File: config.mk
export PLATFORM = sky130hd
export DESIGN_NAME = m_ext_seq
export DESIGN_NICKNAME = d
export VERILOG_FILES = /design/src/rtl/m_ext_seq_pkg.sv /design/src/rtl/m_ext_div_core.sv /design/src/rtl/m_ext_seq.sv
export SDC_FILE = /design/constraint.sdc
export NUM_CORES = 2
export LEC_CHECK = 0
export BUFFER_PORTS_ARGS = -buffer_cell sky130_fd_sc_hd__buf_2
export CORE_MARGIN = 2
export CORE_UTILIZATION = 60
export CTS_BUF_LIST = sky130_fd_sc_hd__clkbuf_2
export DETAILED_ROUTE_END_ITERATION = 16
export GPL_TIMING_DRIVEN = 0
export HOLD_SLACK_MARGIN = 0.02
export PLACE_DENSITY = 0.89
export SYNTH_ARGS = -nofsm -noshare
export SYNTH_HDL_FRONTEND = slang
export SYNTH_SLANG_ARGS = --single-unit
File: constraint.sdc
create_clock -name ip_clk -period 16.3 [get_ports ip_clk]
set_clock_uncertainty 0.15 [all_clocks]
set_input_delay 0 -clock ip_clk [delete_from_list [all_inputs] [get_ports ip_clk]]
set_output_delay 0 -clock ip_clk [all_outputs]
set_load 0.02 [all_outputs]
File: src/rtl/m_ext_seq_pkg.sv
// Shared encodings for the RV32IM M-extension sequencer: decode constants,
// funct3 operation map and the FSM state encoding.
package m_ext_seq_pkg;

  localparam logic [6:0] M_OPCODE = 7'b0110011;
  localparam logic [6:0] M_FUNCT7 = 7'b0000001;

  localparam logic [2:0] F3_MUL    = 3'b000;
  localparam logic [2:0] F3_MULH   = 3'b001;
  localparam logic [2:0] F3_MULHSU = 3'b010;
  localparam logic [2:0] F3_MULHU  = 3'b011;
  localparam logic [2:0] F3_DIV    = 3'b100;
  localparam logic [2:0] F3_DIVU   = 3'b101;
  localparam logic [2:0] F3_REM    = 3'b110;
  localparam logic [2:0] F3_REMU   = 3'b111;

  typedef enum logic [1:0] {
    ST_IDLE = 2'b00,
    ST_MUL  = 2'b01,
    ST_DIV  = 2'b10,
    ST_DONE = 2'b11
  } state_e;

endpackage

File: src/rtl/m_ext_div_core.sv
// Iterative restoring radix-2 divider on unsigned magnitudes, one quotient
// bit per cycle, MSB first. quotient/remainder show the result of the step
// being taken this cycle, so they are final in the cycle done is high.
module m_ext_div_core #(
  parameter int XLEN = 32
) (
  input  logic            clk,
  input  logic            rst,
  input  logic            start,
  input  logic            abort,
  input  logic [XLEN-1:0] dividend,
  input  logic [XLEN-1:0] divisor,
  output logic            done,
  output logic [XLEN-1:0] quotient,
  output logic [XLEN-1:0] remainder
);

  localparam int CW = $clog2(XLEN) + 1;

  logic            busy_q, busy_d;
  logic [CW-1:0]   cnt_q, cnt_d;
  logic [XLEN-1:0] quo_q, quo_d;
  logic [XLEN-1:0] rem_q, rem_d;
  logic [XLEN-1:0] dvs_q, dvs_d;

  logic [XLEN:0]   shifted;
  logic [XLEN:0]   trial;
  logic            step_bit;
  logic [XLEN-1:0] step_rem;
  logic [XLEN-1:0] step_quo;

  always_comb begin
    // trial[XLEN] is the borrow: the partial remainder is always below
    // twice the divisor, so the difference fits in XLEN+1 bits.
    shifted  = {rem_q, quo_q[XLEN-1]};
    trial    = shifted - {1'b0, dvs_q};
    step_bit = ~trial[XLEN];
    step_rem = step_bit ? trial[XLEN-1:0] : shifted[XLEN-1:0];
    step_quo = {quo_q[XLEN-2:0], step_bit};

    done      = busy_q && (cnt_q == CW'(XLEN - 1));
    quotient  = step_quo;
    remainder = step_rem;

    busy_d = busy_q;
    cnt_d  = cnt_q;
    quo_d  = quo_q;
    rem_d  = rem_q;
    dvs_d  = dvs_q;

    if (start) begin
      busy_d = 1'b1;
      cnt_d  = '0;
      quo_d  = dividend;
      rem_d  = '0;
      dvs_d  = divisor;
    end else if (abort) begin
      busy_d = 1'b0;
    end else if (busy_q) begin
      quo_d = step_quo;
      rem_d = step_rem;
      cnt_d = cnt_q + 1'b1;
      if (done) busy_d = 1'b0;
    end
  end

  always_ff @(posedge clk or posedge rst) begin
    if (rst) begin
      busy_q <= 1'b0;
      cnt_q  <= '0;
      quo_q  <= '0;
      rem_q  <= '0;
      dvs_q  <= '0;
    end else begin
      busy_q <= busy_d;
      cnt_q  <= cnt_d;
      quo_q  <= quo_d;
      rem_q  <= rem_d;
      dvs_q  <= dvs_d;
    end
  end

endmodule

File: src/rtl/m_ext_seq.sv
// M-extension sequencer: decodes MUL/DIV/REM variants, stalls the pipeline
// while the operation runs and returns a registered result with a done strobe.
module m_ext_seq
  import m_ext_seq_pkg::*;
#(
  parameter int XLEN      = 32,
  parameter int MUL_LAT   = 2,
  parameter int DIV_EARLY = 1
) (
  input  logic            ip_clk,
  input  logic            ip_rst,
  input  logic            ip_valid,
  input  logic [6:0]      ip_opcode,
  input  logic [6:0]      ip_funct_7,
  input  logic [2:0]      ip_funct_3,
  input  logic [XLEN-1:0] ip_rs1_data,
  input  logic [XLEN-1:0] ip_rs2_data,
  input  logic            ip_flush,
  output logic            op_stall,
  output logic            op_busy,
  output logic            op_done,
  output logic [XLEN-1:0] op_result
);

  localparam int NSTG = (MUL_LAT > 1) ? MUL_LAT - 1 : 1;
  localparam logic [XLEN-1:0] MOST_NEG = {1'b1, {(XLEN-1){1'b0}}};

  state_e            state_q, state_d;
  logic [2:0]        cnt_q, cnt_d;
  logic [2:0]        f3_q, f3_d;
  logic              q_neg_q, q_neg_d;
  logic              r_neg_q, r_neg_d;
  logic              dz_q, dz_d;
  logic              ovf_q, ovf_d;
  logic [XLEN-1:0]   rs1_q, rs1_d;
  logic [XLEN-1:0]   result_q, result_d;
  logic [2*XLEN-1:0] prod_q [NSTG];
  logic [2*XLEN-1:0] prod_d [NSTG];

  logic              is_m, accept, acc_div, acc_sdiv;
  logic              a_neg, b_neg, acc_dz, acc_ovf, acc_early;
  logic              div_start, div_done;
  logic [XLEN-1:0]   a_mag, b_mag, div_quo, div_rem;
  logic [XLEN-1:0]   q_fix, r_fix, div_res, early_res;
  logic [2*XLEN-1:0] mul_a_ext, mul_b_ext, mul_prod;

  function automatic logic [XLEN-1:0] mul_pick(input logic [2:0] f3,
                                                input logic [2*XLEN-1:0] p);
    return (f3 == F3_MUL) ? p[XLEN-1:0] : p[2*XLEN-1:XLEN];
  endfunction

  // Decode and operand preparation for the accept cycle.
  always_comb begin
    is_m     = ip_valid && (ip_opcode == M_OPCODE) && (ip_funct_7 == M_FUNCT7);
    accept   = is_m && !ip_flush && (state_q == ST_IDLE);
    acc_div  = ip_funct_3[2];
    acc_sdiv = (ip_funct_3 == F3_DIV) || (ip_funct_3 == F3_REM);
    a_neg    = acc_sdiv && ip_rs1_data[XLEN-1];
    b_neg    = acc_sdiv && ip_rs2_data[XLEN-1];
    a_mag    = a_neg ? -ip_rs1_data : ip_rs1_data;
    b_mag    = b_neg ? -ip_rs2_data : ip_rs2_data;
    acc_dz   = (ip_rs2_data == '0);
    acc_ovf  = acc_sdiv && (ip_rs1_data == MOST_NEG) && (ip_rs2_data == '1);
    acc_early = (DIV_EARLY != 0) && (acc_dz || acc_ovf);
    div_start = accept && acc_div && !acc_early;

    mul_a_ext = {{XLEN{((ip_funct_3 == F3_MULH) || (ip_funct_3 == F3_MULHSU))
                       && ip_rs1_data[XLEN-1]}}, ip_rs1_data};
    mul_b_ext = {{XLEN{(ip_funct_3 == F3_MULH) && ip_rs2_data[XLEN-1]}}, ip_rs2_data};
    mul_prod  = mul_a_ext * mul_b_ext;

    if (acc_dz) early_res = ip_funct_3[1] ? ip_rs1_data : '1;
    else        early_res = ip_funct_3[1] ? '0 : ip_rs1_data;
  end

  m_ext_div_core #(.XLEN(XLEN)) u_div (
    .clk       (ip_clk),
    .rst       (ip_rst),
    .start     (div_start),
    .abort     (ip_flush),
    .dividend  (a_mag),
    .divisor   (b_mag),
    .done      (div_done),
    .quotient  (div_quo),
    .remainder (div_rem)
  );

  // Sign fix-up; special cases override so DIV_EARLY=0 still returns
  // the architected divide-by-zero and overflow values.
  always_comb begin
    q_fix = q_neg_q ? -div_quo : div_quo;
    r_fix = r_neg_q ? -div_rem : div_rem;
    if (dz_q) begin
      q_fix = '1;
      r_fix = rs1_q;
    end else if (ovf_q) begin
      q_fix = rs1_q;
      r_fix = '0;
    end
    div_res = f3_q[1] ? r_fix : q_fix;
  end

  always_comb begin
    state_d  = state_q;
    cnt_d    = cnt_q;
    f3_d     = f3_q;
    q_neg_d  = q_neg_q;
    r_neg_d  = r_neg_q;
    dz_d     = dz_q;
    ovf_d    = ovf_q;
    rs1_d    = rs1_q;
    result_d = result_q;

    prod_d[0] = accept ? mul_prod : prod_q[0];
    for (int i = 1; i < NSTG; i++) prod_d[i] = prod_q[i-1];

    case (state_q)
      ST_IDLE: begin
        if (accept) begin
          f3_d    = ip_funct_3;
          q_neg_d = a_neg ^ b_neg;
          r_neg_d = a_neg;
          dz_d    = acc_dz;
          ovf_d   = acc_ovf;
          rs1_d   = ip_rs1_data;
          cnt_d   = '0;
          if (!acc_div) begin
            if (MUL_LAT == 1) begin
              state_d  = ST_DONE;
              result_d = mul_pick(ip_funct_3, mul_prod);
            end else begin
              state_d = ST_MUL;
            end
          end else if (acc_early) begin
            state_d  = ST_DONE;
            result_d = early_res;
          end else begin
            state_d = ST_DIV;
          end
        end
      end
      ST_MUL: begin
        if (ip_flush) begin
          state_d = ST_IDLE;
        end else if (cnt_q == 3'(MUL_LAT - 2)) begin
          state_d  = ST_DONE;
          result_d = mul_pick(f3_q, prod_q[NSTG-1]);
        end else begin
          cnt_d = cnt_q + 3'd1;
        end
      end
      ST_DIV: begin
        if (ip_flush) begin
          state_d = ST_IDLE;
        end else if (div_done) begin
          state_d  = ST_DONE;
          result_d = div_res;
        end
      end
      default: state_d = ST_IDLE;
    endcase
  end

  always_ff @(posedge ip_clk or posedge ip_rst) begin
    if (ip_rst) begin
      state_q  <= ST_IDLE;
      cnt_q    <= '0;
      f3_q     <= '0;
      q_neg_q  <= 1'b0;
      r_neg_q  <= 1'b0;
      dz_q     <= 1'b0;
      ovf_q    <= 1'b0;
      rs1_q    <= '0;
      result_q <= '0;
      for (int i = 0; i < NSTG; i++) prod_q[i] <= '0;
    end else begin
      state_q  <= state_d;
      cnt_q    <= cnt_d;
      f3_q     <= f3_d;
      q_neg_q  <= q_neg_d;
      r_neg_q  <= r_neg_d;
      dz_q     <= dz_d;
      ovf_q    <= ovf_d;
      rs1_q    <= rs1_d;
      result_q <= result_d;
      for (int i = 0; i < NSTG; i++) prod_q[i] <= prod_d[i];
    end
  end

  // Stall is combinational in IDLE so the accept cycle already holds upstream.
  assign op_stall  = (is_m && (state_q == ST_IDLE)) || (state_q == ST_MUL) || (state_q == ST_DIV);
  assign op_busy   = (state_q != ST_IDLE);
  assign op_done   = (state_q == ST_DONE);
  assign op_result = result_q;

endmodule

* After elaboration in Yosys (flattened, before gate mapping)
Index checks and enable logic that the tools add are counted.
** Operators by class
- Bitwise operators :: 2
- Multiplexer cells :: 47
- Multiply operators :: 1
- Add/subtract/negate cells :: 7
- Reduce and logical (&&, ||, !) cells :: 34
- Equal/unequal tests :: 23
** Operator list (number)
- two-way mux 32 bit :: 27
- negation 32 bit :: 4
- one-hot mux 32 bit (3 select lines) :: 1
- equality test 32 bit (second input constant) :: 2
- multiplier 33 x 33 -> 64 bit :: 1
- subtractor 33 x 32 -> 33 bit :: 1
- logical NOT 32 bit :: 1
- two-way mux 6 bit :: 3
- != test 2 bit (second input constant) :: 8
- logical AND 1 bit :: 14
- two-way mux 2 bit :: 6
- two-way mux 3 bit :: 3
- AND reduction 8 bit :: 1
- equality test 7 x 1 -> 1 bit (second input constant) :: 1
- equality test 7 x 6 -> 1 bit (second input constant) :: 1
- adder 6 x 1 -> 6 bit (second input constant) :: 1
- equality test 3 bit (second input constant) :: 2
- equality test 6 x 5 -> 1 bit (second input constant) :: 1
- logical NOT 3 bit :: 2
- != test 3 bit (second input constant) :: 2
- one-hot mux 2 bit (3 select lines) :: 1
- one-hot mux 3 bit (2 select lines) :: 1
- nonzero test 2 bit :: 3
- logical OR 1 bit :: 5
- 15 further kinds :: 22
** Storage, ports and cells
- Input port bits :: 85
- Word-level logic and storage cells :: 129
- Output and inout port bits :: 35
- Flip-flop bits (word level) :: 243

* Logic depth before layout (Yosys ltp)
- Word-level depth :: 10
- Mapped depth :: 35
- Gate-level depth less buffers :: 32

* By module
Synthesis repeated with hierarchy kept, for this count alone.
** Second synthesis, totals
- Cell total of the unflattened synthesis :: 6434
- Area, all modules :: 55263.0 um^2
** By module, submodules not included
- m_ext_seq :: area each 48464.0 um^2, instances 1, seq. area each 3503.4 um^2, cells an instance 5617
- m_ext_div_core :: area each 6799.0 um^2, instances 1, seq. area each 2577.5 um^2, cells an instance 817

* Least setup slack after synthesis
No wires, ideal clock.
- Path type :: in2reg
- Start point :: in ip_funct_3[0]
- End point :: reg prod_q[61] in the netlist's numbering
- Buffers on the path :: 3
- Path slack :: 7.733 ns
- Data required time :: 16.017 ns
- Data arrival time :: 8.284 ns
- Library setup time :: 0.133 ns
- Stages on the path :: 33
- Cell sequence :: nand2b_1 -> a21oi_1 -> and2_1 -> clkbuf_1 -> clkbuf_1 -> nand2_1 -> inv_1 -> fa_1 -> inv_1 -> fa_1 -> inv_1 -> fa_1 -> fa_1 -> inv_1 -> fa_1 -> fa_1 -> fa_1 -> fa_1 -> inv_1 -> ha_1 -> clkbuf_1 -> a21oi_1 -> o211ai_1 -> a211o_1 -> a21oi_1 -> o211ai_1 -> a211oi_1 -> o31ai_1 -> a311o_1 -> a21bo_2 -> o311ai_0 -> xor2_1 -> o21ai_0
** Between the ends
- Word-level cells in the longest chain between the ends :: 4
- Elaborated cells on any way between the ends :: 6
- Those cells by class :: 1 x mul; 2 x eq/ne; 3 x reduce/logical
** Ends and longest elaborated chain
- from (decl) :: line m_ext_seq.sv:15 : input logic [2:0] ip_funct_3,
- equality test 3 x 1 -> 1 bit or equality test 3 x 2 -> 1 bit (tied branches) :: line m_ext_seq.sv:67, m_ext_seq.sv:69
- logical OR 1 bit :: line m_ext_seq.sv:67 : mul_a_ext = {{XLEN{((ip_funct_3 == F3_MULH) || (ip_funct_3 == F3_MULHSU))
- logical AND 1 bit :: line m_ext_seq.sv:68 : && ip_rs1_data[XLEN-1]}}, ip_rs1_data};
- multiplier 33 x 33 -> 64 bit (*) :: line m_ext_seq.sv:70 : mul_prod = mul_a_ext * mul_b_ext;
- to (decl) :: line m_ext_seq.sv:37 : logic [2*XLEN-1:0] prod_q [NSTG];
Mark *: on every way between the ends. The rest lies on a longest branch, timed or not.
A chain may end at the register's enable or synchronous reset.

* Worst setup path after layout
- Start point :: in ip_funct_3[0]
- End point :: reg prod_q[63] in the netlist's numbering
The elaborated chain is that of the path after synthesis.

==> results.sh <==
export IMPL_status="finished, violations left"
export IMPL_violations="capacitance limit, slew limit"
export IMPL_initial_utilization_pct=60.38
export IMPL_dpl_worst_slack_ps=4648
export IMPL_cp_end_kind="flop"
export IMPL_cts_root_buf="clkbuf_2"
export IMPL_cp_max_fo=10
export IMPL_path_delay_family="compound AO/OA/AOI/OAI gates"
export IMPL_place_congestion=1.085
export IMPL_postLayoutSetupSlackWorst_ps=4494
export IMPL_wl_um=238200
export IMPL_grt_pass1_vias=50340
export IMPL_synth_fp_nets=7820
export IMPL_final_area_um2=59290
export IMPL_io_buffers=91
export IMPL_critPathLaunchType="input port"
export IMPL_vias=50720
export IMPL_arrival_ps=12460
export IMPL_drt_vias_per_instance=6.405
export IMPL_syn_cell_area_um2=55180
export IMPL_crit_slowest_cell="a21oi_1"
export IMPL_synthDistinctLibCells=103
export IMPL_max_stage_delay_ps=1050
export IMPL_synth_seq_area_share_pct=11.02
export IMPL_clk_path_buf_depth=3
export IMPL_syn_inst=6353
export IMPL_yosys_area_top_type="fa_1"
export IMPL_rr_worst_depth=27
export IMPL_crit_cells=35
export IMPL_tightest_slew_ps=1669
export IMPL_ant_nets=0
export IMPL_die_x_um=307.3
export IMPL_crit_required_ps=16960
export IMPL_fmaxAchievable_mhz=84.70
export IMPL_synthArstFlopShare_pct=100.0
export IMPL_core_area_um2=91390
export IMPL_final_layout_size_suffix_gt1_share_pct=4.330
export IMPL_drt_wirelength_per_cell_um=30.09
export IMPL_hold_path_class="input port to flop"
export IMPL_fin_crit_sh_pct=72.43
export IMPL_grt_max_degree=124
export IMPL_grt_pass1_wl_um=341200
export IMPL_hold_viol_final=0
export IMPL_core_rowCount=111
export IMPL_drt_iter0_markers=6955
export IMPL_slew_headroom_pct=-11.30
export IMPL_clk_pin_slew_ps=110
export IMPL_cts_buffers=58
export IMPL_yosys_top_cells_area="fa_1 41%, dfrtp_1 11%, inv_1 8.4%"
export IMPL_grt_use_total_pct=51.00
export IMPL_finalMaxSlewViolations=145
export IMPL_avgSynthCellArea_um2=8.685
export IMPL_cap_violations=13
export IMPL_place_hpwl_um=186600
export IMPL_finalSetupTns_ps=0
export IMPL_first_pass_iters=9
export IMPL_clock_sinks=243
export IMPL_holdPathStages=8
export IMPL_ios=120
export IMPL_placed_area_um2=57170
export IMPL_drc=0
export IMPL_htreeDepth=2
export IMPL_gr_total_overflow=0
export IMPL_critical_path_class="input port to flop"
export IMPL_dieArea_um2=94410
export IMPL_finalSetupViolCount=0
export IMPL_cp_num_buf_inv=10
export IMPL_ys_warn_count=0
export IMPL_cts_tree="done"
export IMPL_nets=8120
export IMPL_cp_common_cell="fa_1"
export IMPL_synth_top_area_share_pct=40.85
export IMPL_ys_ff_latch=243
export IMPL_clkLatencyLatePin_ps=1030
export IMPL_antenna_found_initial=38
export IMPL_synth_edf_count=0
export IMPL_synthToLayoutAreaGrowth_pct=7.460
export IMPL_grt_setup_unrepaired="false"
export IMPL_fin_crit_ps=11810
export IMPL_die_height_um=307.3
export IMPL_synth_top_flop_cell="dfrtp_1"
-- path summary, 6_finish.rpt --
check                                             from                           to  slack [ps]
max                                      ip_funct_3[0]       prod_q[63]$_DFFE_PP0P_        4490
min                                    ip_rs1_data[24]  u_div.quo_q[26]$_DFFE_PP0P_          70
max reg2reg                u_div.quo_q[31]$_DFFE_PP0P_    op_result[26]$_DFFE_PP0P_        8650
min reg2reg                     prod_q[41]$_DFFE_PP0P_       prod_q[41]$_DFFE_PP0P_         340
max in group asynchronous                       ip_rst  u_div.dvs_q[16]$_DFFE_PP0P_       14490
min in group asynchronous                       ip_rst    op_result[30]$_DFFE_PP0P_          80
-- synth_stat cells, types with 29 or more instances --
master and instances:
clkbuf_1 301, inv_1 1233, nor2_1 256, and2_1 357
a21oi_1 249, mux2i_1 85, a21o_1 29, fa_1 1126
dfrtp_1 243, o21ai_0 214, o31ai_1 41, xnor2_1 120
xor2_1 96, nand2_1 1076, nor3_1 47, buf_1 75
ha_1 256, nand3_1 37
-- layout by cell type (no fill, tap or decap), drive strengths merged, types with 13 or more instances in the layout --
cell / instances
buf: 192
o31ai: 41
clkinv: 23
clkbuf: 381
dlygate4sd3: 147
nand2b: 17
o211ai: 20
nor3: 48
inv: 1234
a21oi: 250
o21a: 18
nor2: 256
nand3: 37
mux2: 22
mux2i: 85
o21ai: 223
nor2b: 13
diode: 34
and3: 24
o41ai: 18
dfrtp: 243
or3: 29
or4: 16
nor4: 19
xor2: 96
a21o: 30
nand4: 25
xnor2: 121
or2: 16
ha: 256
fa: 1126
a211oi: 22
o21bai: 21
and2: 357
nand2: 1077
a31oi: 20
-- per-stage QoR --
stage          cells  utilization [%]  hold WS (ps)
3_3_place_gp    7630            62.50         180.6
3_5_place_dp    7632            62.56         77.35
5_1_grt         7890            64.81         85.53
2_1_floorplan   6353                -        -44.56
4_1_cts         7884            64.78         22.05
6_report        7918            64.88         66.19
-- cells by family after synthesis --
family | count (synthesis) | synth area share [%]
XOR/XNOR | 217 | 3.478
AO/OA/AOI/OAI | 808 | 9.445
flip-flops | 243 | 11.02
multiplexers | 107 | 1.991
buffers and inverters | 1634 | 11.20
AND/OR/NAND/NOR | 1962 | 16.21
adder cells (fa/ha/maj) | 1382 | 46.66
-- tightest hold or removal path, stage by stage --
cell and delay, ps:
dlygate4sd3_1 530, buf_2 110, or4_1 150, nor4_1 60
nor2_1 110, xor2_1 80, nor2_1 80, a21oi_1 40
-- timing repair --
action / CTS / global route
buffers inserted: 0 / 0
endpoints found under the hold margin: 363 / 0
resized for setup: 0 / 0
hold buffers: 147 / 0
-- layer usage --
metal / part of all wire, % / track usage (%) / wire length, µm / up-vias
met2: 42 / 74.23 / 99560 / 4392
met3: 14 / 17.18 / 33520 / 1225
met5: 0.050 / 0 / 119 / -
met4: 11 / 42.35 / 25270 / 18
met1: 33 / 61.47 / 79780 / 24990
li1: - / - / - / 20090
-- state kept, by name, indices dropped and copies added, names as in the netlist, 3 cells and up --
signal,count
prod_q,64
u_div.cnt_q,6
op_result,32
u_div.quo_q,32
cnt_q,3
rs1_q,32
f3_q,3
u_div.dvs_q,32
u_div.rem_q,32
-- area by class of cell --
cell class              count  area (µm²)
plain buffers             400        1559
clock buffers              80       400.4
inverters                1234        4639
clock inverters            25       156.4
diodes                     34       85.08
flip-flops and latches    243        6081
multi-input cells        4476       42930
fillers                  7656       32090
well taps                1186        1484
repair buffers            240        1962
Power is left out: the tool's default activity adds up to more than one toggle a clock period on the data nets, which glitch-free logic cannot reach.
